==> config.mk <==
export PLATFORM = sky130hd
export DESIGN_NAME = sd_cmd_responder
export DESIGN_NICKNAME = d
export VERILOG_FILES = /design/src/rtl/sd_cmd_responder.sv
export SDC_FILE = /design/constraint.sdc
export NUM_CORES = 1
export LEC_CHECK = 0
export CAP_MARGIN = 10
export CORE_MARGIN = 10
export CORE_UTILIZATION = 48
export DETAILED_ROUTE_END_ITERATION = 12
export HOLD_SLACK_MARGIN = 0.08
export PLACE_DENSITY = 0.7
export SYNTH_ARGS = -nofsm -noshare
export SYNTH_HDL_FRONTEND = slang
export SYNTH_SLANG_ARGS = --single-unit
==> constraint.sdc <==
create_clock -name clk -period 4.1 [get_ports clk]
set_clock_uncertainty 0.05 [all_clocks]
set_input_delay 1.23 -clock clk [delete_from_list [all_inputs] [get_ports clk]]
set_output_delay 1.23 -clock clk [all_outputs]
set_load 0.05 [all_outputs]
==> src/rtl/sd_cmd_responder.sv <==
// sd_cmd_responder
// Card-side responder for the SD CMD line. It receives 48-bit host commands,
// checks their CRC7 and reports the decoded fields to card logic. After NCR
// sdio_clk rising edges it can drive a 48-bit R1 response back on the line.
//
// Ports
//   clk            system clock, at least 4x sdio_clk
//   reset          synchronous active-high reset
//   sdio_clk       host bus clock, asynchronous to clk
//   sdio_cmd_in    CMD pad input
//   sdio_cmd_out   CMD pad output value (1 whenever not driving)
//   sdio_cmd_oe    CMD pad output enable, high only while a response is sent
//   resp_enable    send a response when a good command completes
//   resp_status    32-bit R1 payload, latched when the command completes
//   cmd_valid      one-clk pulse per received frame
//   cmd_index      command index of the last frame
//   cmd_arg        argument of the last frame
//   cmd_ok         last frame had good CRC7, transmission bit 1 and end bit 1
module sd_cmd_responder #(
    parameter int NCR = 2
) (
    input  logic        clk,
    input  logic        reset,
    input  logic        sdio_clk,
    input  logic        sdio_cmd_in,
    output logic        sdio_cmd_out,
    output logic        sdio_cmd_oe,
    input  logic        resp_enable,
    input  logic [31:0] resp_status,
    output logic        cmd_valid,
    output logic [5:0]  cmd_index,
    output logic [31:0] cmd_arg,
    output logic        cmd_ok
);

    typedef enum logic [1:0] {
        ST_IDLE = 2'd0,
        ST_RECV = 2'd1,
        ST_WAIT = 2'd2,
        ST_SEND = 2'd3
    } state_t;

    // One CRC7 step (x^7 + x^3 + 1), MSB-first serial form.
    function automatic logic [6:0] crc7_step(input logic [6:0] crc, input logic din);
        logic fb;
        fb = crc[6] ^ din;
        crc7_step = {crc[5:0], 1'b0} ^ (fb ? 7'h09 : 7'h00);
    endfunction

    // CRC7 over the 40 leading bits of a frame, starting from zero.
    function automatic logic [6:0] crc7_40(input logic [39:0] data);
        logic [6:0] crc;
        crc = 7'h00;
        for (int i = 39; i >= 0; i--) begin
            crc = crc7_step(crc, data[i]);
        end
        crc7_40 = crc;
    endfunction

    // Synchronizer and history flops; cmd goes through the same depth so the
    // sampled data bit lines up with the detected sdio_clk edge.
    logic sclk_meta_q, sclk_sync_q, sclk_prev_q;
    logic cmd_meta_q, cmd_sync_q;
    logic sclk_rise_s, sclk_fall_s;

    state_t      state_q, state_d;
    logic [5:0]  bit_cnt_q, bit_cnt_d;
    logic [45:0] rx_sr_q, rx_sr_d;
    logic [6:0]  crc_q, crc_d;
    logic [6:0]  wait_cnt_q, wait_cnt_d;
    logic [47:0] tx_sr_q, tx_sr_d;
    logic        cmd_out_q, cmd_out_d;
    logic        cmd_oe_q, cmd_oe_d;
    logic        cmd_valid_q, cmd_valid_d;
    logic [5:0]  cmd_index_q, cmd_index_d;
    logic [31:0] cmd_arg_q, cmd_arg_d;
    logic        cmd_ok_q, cmd_ok_d;

    logic        frame_ok_s;
    logic [5:0]  rx_index_s;
    logic [31:0] rx_arg_s;
    logic [6:0]  rx_crc_s;
    logic [6:0]  resp_crc_s;

    assign sclk_rise_s = sclk_sync_q & ~sclk_prev_q;
    assign sclk_fall_s = ~sclk_sync_q & sclk_prev_q;

    // Field view of the receive shift register: it holds frame bits 46..1
    // when the end bit arrives.
    assign rx_index_s = rx_sr_q[44:39];
    assign rx_arg_s   = rx_sr_q[38:7];
    assign rx_crc_s   = rx_sr_q[6:0];
    assign frame_ok_s = rx_sr_q[45] & cmd_sync_q & (rx_crc_s == crc_q);
    assign resp_crc_s = crc7_40({2'b00, rx_index_s, resp_status});

    assign sdio_cmd_out = cmd_out_q;
    assign sdio_cmd_oe  = cmd_oe_q;
    assign cmd_valid    = cmd_valid_q;
    assign cmd_index    = cmd_index_q;
    assign cmd_arg      = cmd_arg_q;
    assign cmd_ok       = cmd_ok_q;

    // Synchronizers and all FSM/datapath state registers.
    always_ff @(posedge clk) begin
        if (reset) begin
            sclk_meta_q <= 1'b0;
            sclk_sync_q <= 1'b0;
            sclk_prev_q <= 1'b0;
            cmd_meta_q  <= 1'b1;
            cmd_sync_q  <= 1'b1;
            state_q     <= ST_IDLE;
            bit_cnt_q   <= 6'd0;
            rx_sr_q     <= 46'd0;
            crc_q       <= 7'd0;
            wait_cnt_q  <= 7'd0;
            tx_sr_q     <= 48'd0;
            cmd_out_q   <= 1'b1;
            cmd_oe_q    <= 1'b0;
            cmd_valid_q <= 1'b0;
            cmd_index_q <= 6'd0;
            cmd_arg_q   <= 32'd0;
            cmd_ok_q    <= 1'b0;
        end else begin
            sclk_meta_q <= sdio_clk;
            sclk_sync_q <= sclk_meta_q;
            sclk_prev_q <= sclk_sync_q;
            cmd_meta_q  <= sdio_cmd_in;
            cmd_sync_q  <= cmd_meta_q;
            state_q     <= state_d;
            bit_cnt_q   <= bit_cnt_d;
            rx_sr_q     <= rx_sr_d;
            crc_q       <= crc_d;
            wait_cnt_q  <= wait_cnt_d;
            tx_sr_q     <= tx_sr_d;
            cmd_out_q   <= cmd_out_d;
            cmd_oe_q    <= cmd_oe_d;
            cmd_valid_q <= cmd_valid_d;
            cmd_index_q <= cmd_index_d;
            cmd_arg_q   <= cmd_arg_d;
            cmd_ok_q    <= cmd_ok_d;
        end
    end

    // Next-state and output logic for the receive / wait / send sequence.
    always_comb begin
        state_d     = state_q;
        bit_cnt_d   = bit_cnt_q;
        rx_sr_d     = rx_sr_q;
        crc_d       = crc_q;
        wait_cnt_d  = wait_cnt_q;
        tx_sr_d     = tx_sr_q;
        cmd_out_d   = cmd_out_q;
        cmd_oe_d    = cmd_oe_q;
        cmd_valid_d = 1'b0;
        cmd_index_d = cmd_index_q;
        cmd_arg_d   = cmd_arg_q;
        cmd_ok_d    = cmd_ok_q;

        case (state_q)
            ST_IDLE: begin
                cmd_oe_d  = 1'b0;
                cmd_out_d = 1'b1;
                if (sclk_rise_s && !cmd_sync_q) begin
                    // The start bit is 0, so it leaves the zero CRC seed unchanged.
                    state_d   = ST_RECV;
                    bit_cnt_d = 6'd46;
                    crc_d     = 7'd0;
                end else begin
                    state_d = ST_IDLE;
                end
            end

            ST_RECV: begin
                if (sclk_rise_s) begin
                    if (bit_cnt_q != 6'd0) begin
                        rx_sr_d   = {rx_sr_q[44:0], cmd_sync_q};
                        bit_cnt_d = bit_cnt_q - 6'd1;
                        // Bits 46..8 are covered by the CRC; bits 7..1 are the CRC itself.
                        if (bit_cnt_q >= 6'd8) begin
                            crc_d = crc7_step(crc_q, cmd_sync_q);
                        end else begin
                            crc_d = crc_q;
                        end
                    end else begin
                        // End bit sampled: publish the frame and prepare the response.
                        cmd_valid_d = 1'b1;
                        cmd_index_d = rx_index_s;
                        cmd_arg_d   = rx_arg_s;
                        cmd_ok_d    = frame_ok_s;
                        tx_sr_d     = {2'b00, rx_index_s, resp_status, resp_crc_s, 1'b1};
                        wait_cnt_d  = 7'd0;
                        if (frame_ok_s && resp_enable) begin
                            state_d = ST_WAIT;
                        end else begin
                            state_d = ST_IDLE;
                        end
                    end
                end else begin
                    state_d = ST_RECV;
                end
            end

            ST_WAIT: begin
                if (sclk_rise_s && (wait_cnt_q < 7'(NCR))) begin
                    wait_cnt_d = wait_cnt_q + 7'd1;
                end else if (sclk_fall_s && (wait_cnt_q == 7'(NCR))) begin
                    // Start bit goes out on the same fall that enters SEND.
                    state_d   = ST_SEND;
                    cmd_oe_d  = 1'b1;
                    cmd_out_d = tx_sr_q[47];
                    tx_sr_d   = {tx_sr_q[46:0], 1'b0};
                    bit_cnt_d = 6'd47;
                end else begin
                    state_d = ST_WAIT;
                end
            end

            ST_SEND: begin
                if (sclk_fall_s) begin
                    if (bit_cnt_q == 6'd0) begin
                        state_d   = ST_IDLE;
                        cmd_oe_d  = 1'b0;
                        cmd_out_d = 1'b1;
                    end else begin
                        cmd_out_d = tx_sr_q[47];
                        tx_sr_d   = {tx_sr_q[46:0], 1'b0};
                        bit_cnt_d = bit_cnt_q - 6'd1;
                    end
                end else begin
                    state_d = ST_SEND;
                end
            end

            default: begin
                state_d   = ST_IDLE;
                cmd_oe_d  = 1'b0;
                cmd_out_d = 1'b1;
            end
        endcase
    end

endmodule

---- Word-level counts from Yosys, hierarchy flattened ----
Index checks and enable logic that the tools add are counted.
storage, ports and cells
  latch bits .............................. 0
  output and inout port bits .............. 42
  memories ................................ 0
  flip-flop bits (word level) ............. 163
  input bits .............................. 37
  ROM bits ................................ 0
  RAM bits ................................ 0
  logic and storage cells ................. 229
operators by class
  shifts and indexed selects .............. 0
  magnitude comparators ................... 2
  bitwise gates (word level) .............. 85
  reductions and logical operators ........ 22
  divide/modulo/power cells ............... 0
  multiply operators ...................... 0
  $add $sub $neg .......................... 2
  muxes and demuxes ....................... 83
  equality and inequality tests ........... 18
operator list
  operator               number
  $mux W48               6
  $xor A7 B4 Y7          36
  $mux W4                39
  $pmux W48 S3           1
  $mux W7                7
  $mux W6                7
  $xor A1 B1 Y1          35
  $pmux W7 S2            2
  $pmux W6 S4            1
  $ne A2 B2 Y1 const B   11
  $reduce_and A7 Y1      2
  $mux W2                6
  $mux W1                11
  $reduce_and A5 Y1      2
  $reduce_and A3 Y1      3
  $pmux W2 S4            1
  $reduce_and A4 Y1      2
  $add A7 B1 Y7 const B  1
  $eq A7 B2 Y1 const B   1
  $eq A7 B7 Y1           1
  $lt A7 B2 Y1 const B   1
  $ge A6 B4 Y1 const B   1
  $logic_not A6 Y1       1
  $ne A3 B3 Y1 const B   2
  other kinds (16)       32

---- Logic depth before layout (Yosys ltp) ----
Gate-level depths: netlist of run 1.
  depth in word-level cells ............... 110
  depth in mapped cells ................... 10
  gate-level depth less buffers ........... 8

---- Least setup slack after synthesis of run 1 ----
Ideal clock, no wire load.
  path kind ............................... input-to-reg
  start point ............................. input port resp_status[31]
  end point ............................... register tx_sr_q[5]
  data required time ...................... 3.947 ns
  slack ................................... 0.800 ns
  path buffers ............................ 0
  stages .................................. 6
  data arrival time ....................... 3.146 ns
  cells stage by stage .................... xnor3_1 > xnor3_2 > xnor2_1 > xnor2_1 > xnor3_1 > a2111oi_2
on the way
  longest elaborated chain between the ends .. 49
ends and longest elaborated chain
  what                                                   line    source
  from (decl)                                            29      input logic [31:0] resp_status,
  $xor A1 B1 Y1 *                                        46      fb = crc[6] ^ din;
  $mux W4 *                                              47      crc7_step = {crc[5:0], 1'b0} ^ (fb ? 7'h09 : 7'h00);
  $xor A7 B4 Y7 * (4 in series)                          47
  $xor A1 B1 Y1 / $xor A7 B4 Y7 (equally long branches)  46, 47
  $mux W4 / $xor A7 B4 Y7 (equally long branches)        47
  $xor A7 B4 Y7 * (4 in series)                          47
  $xor A1 B1 Y1 / $xor A7 B4 Y7 (equally long branches)  46, 47
  $mux W4 / $xor A7 B4 Y7 (equally long branches)        47
  (+17 left out)                                         -
  $mux W4 / $xor A7 B4 Y7 (equally long branches)        47
  $xor A7 B4 Y7 * (7 in series)                          47
  $xor A1 B1 Y1 / $xor A7 B4 Y7 (equally long branches)  46, 47
  $mux W4 / $xor A7 B4 Y7 (equally long branches)        47
  $xor A7 B4 Y7 * (5 in series)                          47
  $mux W48 *                                             175     if (bit_cnt_q != 6'd0) begin
  $mux W48 *                                             174     if (sclk_rise_s) begin
  $pmux W48 S3 *                                         159     case (state_q)
  to (signal assigned)                                   134     tx_sr_q <= tx_sr_d;
  to (decl)                                              71      logic [47:0] tx_sr_q, tx_sr_d;
Mark *: on every way between the ends. The rest lies on a longest branch, timed or not. The select of a mux whose other input is x is not followed.
A chain may end at the register's enable or synchronous reset.

---- Worst setup path after layout of run 1 ----
Ends and elaborated chain as after synthesis.

==> metrics.yaml, run 1 <==
status:
  outcome: "finished, final reports clean"
setup_path:
  required_ns: 4.36
  cp.arrival_ns: 3.80
  end_kind: "register"
  r2r_cells: 7
  r2r_end: "tx_sr_q[22]"
  crit_fanout: 3
  r2r_start: "bit_cnt_q[3]"
  path_class: "input pin to register"
  reg2reg_slack_ns: 1.14
  start_kind: "input pin"
clocking:
  cts_buffer_depth: 2
  cts-buffers-inserted: 17
  cts_tree: "yes"
  hold_buffers: 0
  clock_sinks: 163
  path_clk_slew_ns: 0.06
  htreeDepth: 4
  cts_root_buffer: "clkbuf_16"
  cts_setup_buffers: 0
  worstSkewPairLatency_ns: 0.42
  cts_resized: 0
global_route:
  grt_overflow_total: 0
  grt_pass1_wl_um: 27200
  grt_max_degree: 78
  antenna_found_initial: 0
  grt_pass1_vias: 5607
  grt_usage: 0.162
power_and_ir_drop:
  clkPwrFrac: 0.430
  net-switching-power_mw: 0.861
  intPower_mw: 2.90
  switching_share: 0.229
  ir_drop_mv: 0.301
  p_leak_nw: 2.94
  p_seq_frac: 0.423
  p_comb_frac: 0.147
  power_density_nw_per_um2: 434
  finalPower_mw: 3.76
floorplanning:
  dieArea_um2: 20200
  initial_core_util: 0.492
  core_um2: 14600
  io_pins: 79
  die_y_um: 142
  num_rows: 44
  die_width_um: 142
layout:
  post-route-util: 0.594
  num_antenna_cells: 0
  fin_area_um2: 8670
  drive_above_1_share: 0.0744
  nets: 941
  final_cells: 1098
  nFillCells: 1288
  syn2layout_area_growth_pct: 20.8
placed_design:
  dp.cells: 1066
  dpl_cell_area_um2: 8060
  post-place-ws_ns: 0.124
  gp_congestion: 0.830
  hpwl_um: 10800
  io_buffers: 78
sta:
  hold_viol_final: 0
  max_clock_freq_mhz: 283
  tightest_slew_ns: 1.02
  fin_ws_ns: 0.567
  finalCritPeriodShare: 0.862
  layout_min_cycle_time_ns: 3.53
  whs_ns: 0.360
  finalSetupViolCount: 0
  max_slew_margin: 0.321
  rsz0062_at_grt: "no"
  slew_viol_final: 0
  tns_ns: 0
synthesis:
  synth.distinct_cells: 50
  synth_edf_count: 0
  synthCells: 853
  ys_top_cells_by_area: "dfxtp_1, nand2_1, a21oi_1"
  syn_avg_cell_area_um2: 8.41
  synth_nets: 893
  synthFlopType: "dfxtp_1"
  yosys_warnings: 0
  synth.top_cell.area_share: 0.455
  syn_area_um2: 7170
  ys_ff_latch: 163
  synthArstFlopShare: 0
  synth_top_cell_by_area: "dfxtp_1"
  synth_seq_area_share: 0.455
min_path:
  hp-class: "register to register"
  whs_path_depth: 1
  hold_end: "cmd_sync_q"
  hold_start: "cmd_meta_q"
routing:
  route.detailed.drc: 0
  avgViaCountPerCell: 5.39
  wl_per_cell_um: 14.8
  drt_iter0_drc: 458
  vias: 5918
  drt_wl_total_um: 16200
  dr.pass1.iters: 5
  final_antenna_net_count: 0
flow_run:
  maxCapViolations: 0
==> worst max path at each step <==
| stage | startpoint | to | slack, ns | cells past startpoint |
|---|---|---|---|---|
| finish | resp_status[31] | tx_sr_q[5] | 0.57 | 7 |
| global route | resp_status[31] | tx_sr_q[5] | 0.47 | 7 |
| CTS | resp_status[31] | tx_sr_q[5] | 0.57 | 7 |
| detailed placement | resp_status[31] | tx_sr_q[5] | 0.12 | 7 |
| global placement | resp_status[31] | tx_sr_q[5] | 0.16 | 7 |
| floorplan | resp_status[31] | tx_sr_q[5] | 0.80 | 6 |
==> metal layers <==
metal,vias up,share of wire,wire (um),global-route usage
met5,-,0,0,0
met4,0,0.013,206,0.0581
met3,17,0.054,873,0.0471
met2,131,0.47,7610,0.254
met1,2785,0.46,7550,0.208
li1,2985,-,-,-
==> registers in the layout, summed over array words and instances (netlist names), 2 cells and up <==
name	flops
rx_sr_q	46
cmd_index	6
bit_cnt_q	6
cmd_arg	32
state_q	2
crc_q	7
wait_cnt_q	7
tx_sr_q	48
==> power by group through the flow <==
stage                     combinational, mW  sequential [mW]  clock, mW
final                                 0.555             1.59       1.62
after global routing                  0.586             1.59       1.71
after global placement                0.550             1.62          0
after floorplan                       0.455             1.62          0
after detailed placement              0.556             1.62          0
after CTS                             0.558             1.59       1.65
==> synthesized netlist by cell type, drive strengths merged (2+ instances only) <==
cell / count
nand2: 254
dfxtp: 163
a21oi: 96
clkbuf: 54
a31oi: 47
nand3: 46
xnor2: 36
nor2: 25
xnor3: 18
xor2: 9
a22oi: 8
inv: 8
nor3: 8
buf: 7
nand2b: 6
o21ai: 6
or2: 6
a211oi: 5
nor2b: 5
o22ai: 5
xor3: 5
a21boi: 4
a2111oi: 3
a221oi: 3
and2: 3
ha: 3
o21bai: 3
or3: 3
nand3b: 2
nand4: 2
nor4: 2
==> logic make-up (layout without fill, tap and decap cells) <==
family,Yosys count,in the layout,share of synthesized area
muxes,1,1,0.00140
DFF,163,163,0.455
adders and majority gates,3,3,0.00523
AOI/OAI and AO/OA,184,184,0.151
and+or+nand+nor,364,364,0.212
xor gates and xnor gates,68,68,0.137
buffers and inverters,70,131,0.0378
==> final cells by class <==
| cell class | instances | area, um^2 | share of cell area |
|---|---|---|---|
| clock inverter | 10 | 123 | 0.0141 |
| tap | 184 | 230 | 0.0266 |
| inverter | 9 | 33.8 | 0.00390 |
| timing repair buffer | 90 | 881 | 0.102 |
| clock buffer | 22 | 484 | 0.0559 |
| multi-input combinational | 620 | 3650 | 0.421 |
| sequential | 163 | 3260 | 0.376 |
==> critical path: stages <==
cell,delay [ns]
clkdlybuf4s50_1,0.54
xnor3_1,0.41
xnor3_2,0.44
xnor2_1,0.27
xnor2_1,0.22
xnor3_1,0.39
a2111oi_2,0.29
==> layout by cell type (no fill, tap or decap), drive strengths merged, types with 5 or more instances in the layout <==
master	instances
a211oi	5
a21oi	96
a22oi	8
a31oi	47
buf	13
clkbuf	22
clkdlybuf4s50	77
dfxtp	163
inv	10
nand2	254
nand2b	6
nand3	46
nor2	25
nor2b	5
nor3	8
o21ai	6
o22ai	5
or2	6
xnor2	36
xnor3	18
xor2	9
xor3	5
No activity file was read; power rests on OpenSTA's default activity.
==> run 2, diff against run 1 <==
--- a/config.mk
+++ b/config.mk
@@ -5,7 +5,7 @@
 export SDC_FILE = /design/constraint.sdc
 export NUM_CORES = 1
 export LEC_CHECK = 0
-export CAP_MARGIN = 10
+export CAP_MARGIN = 20
 export CORE_MARGIN = 10
 export CORE_UTILIZATION = 48
 export DETAILED_ROUTE_END_ITERATION = 12
==> results of run 2 <==
The final DEF is identical to that of run 1; final timing and power are the same.
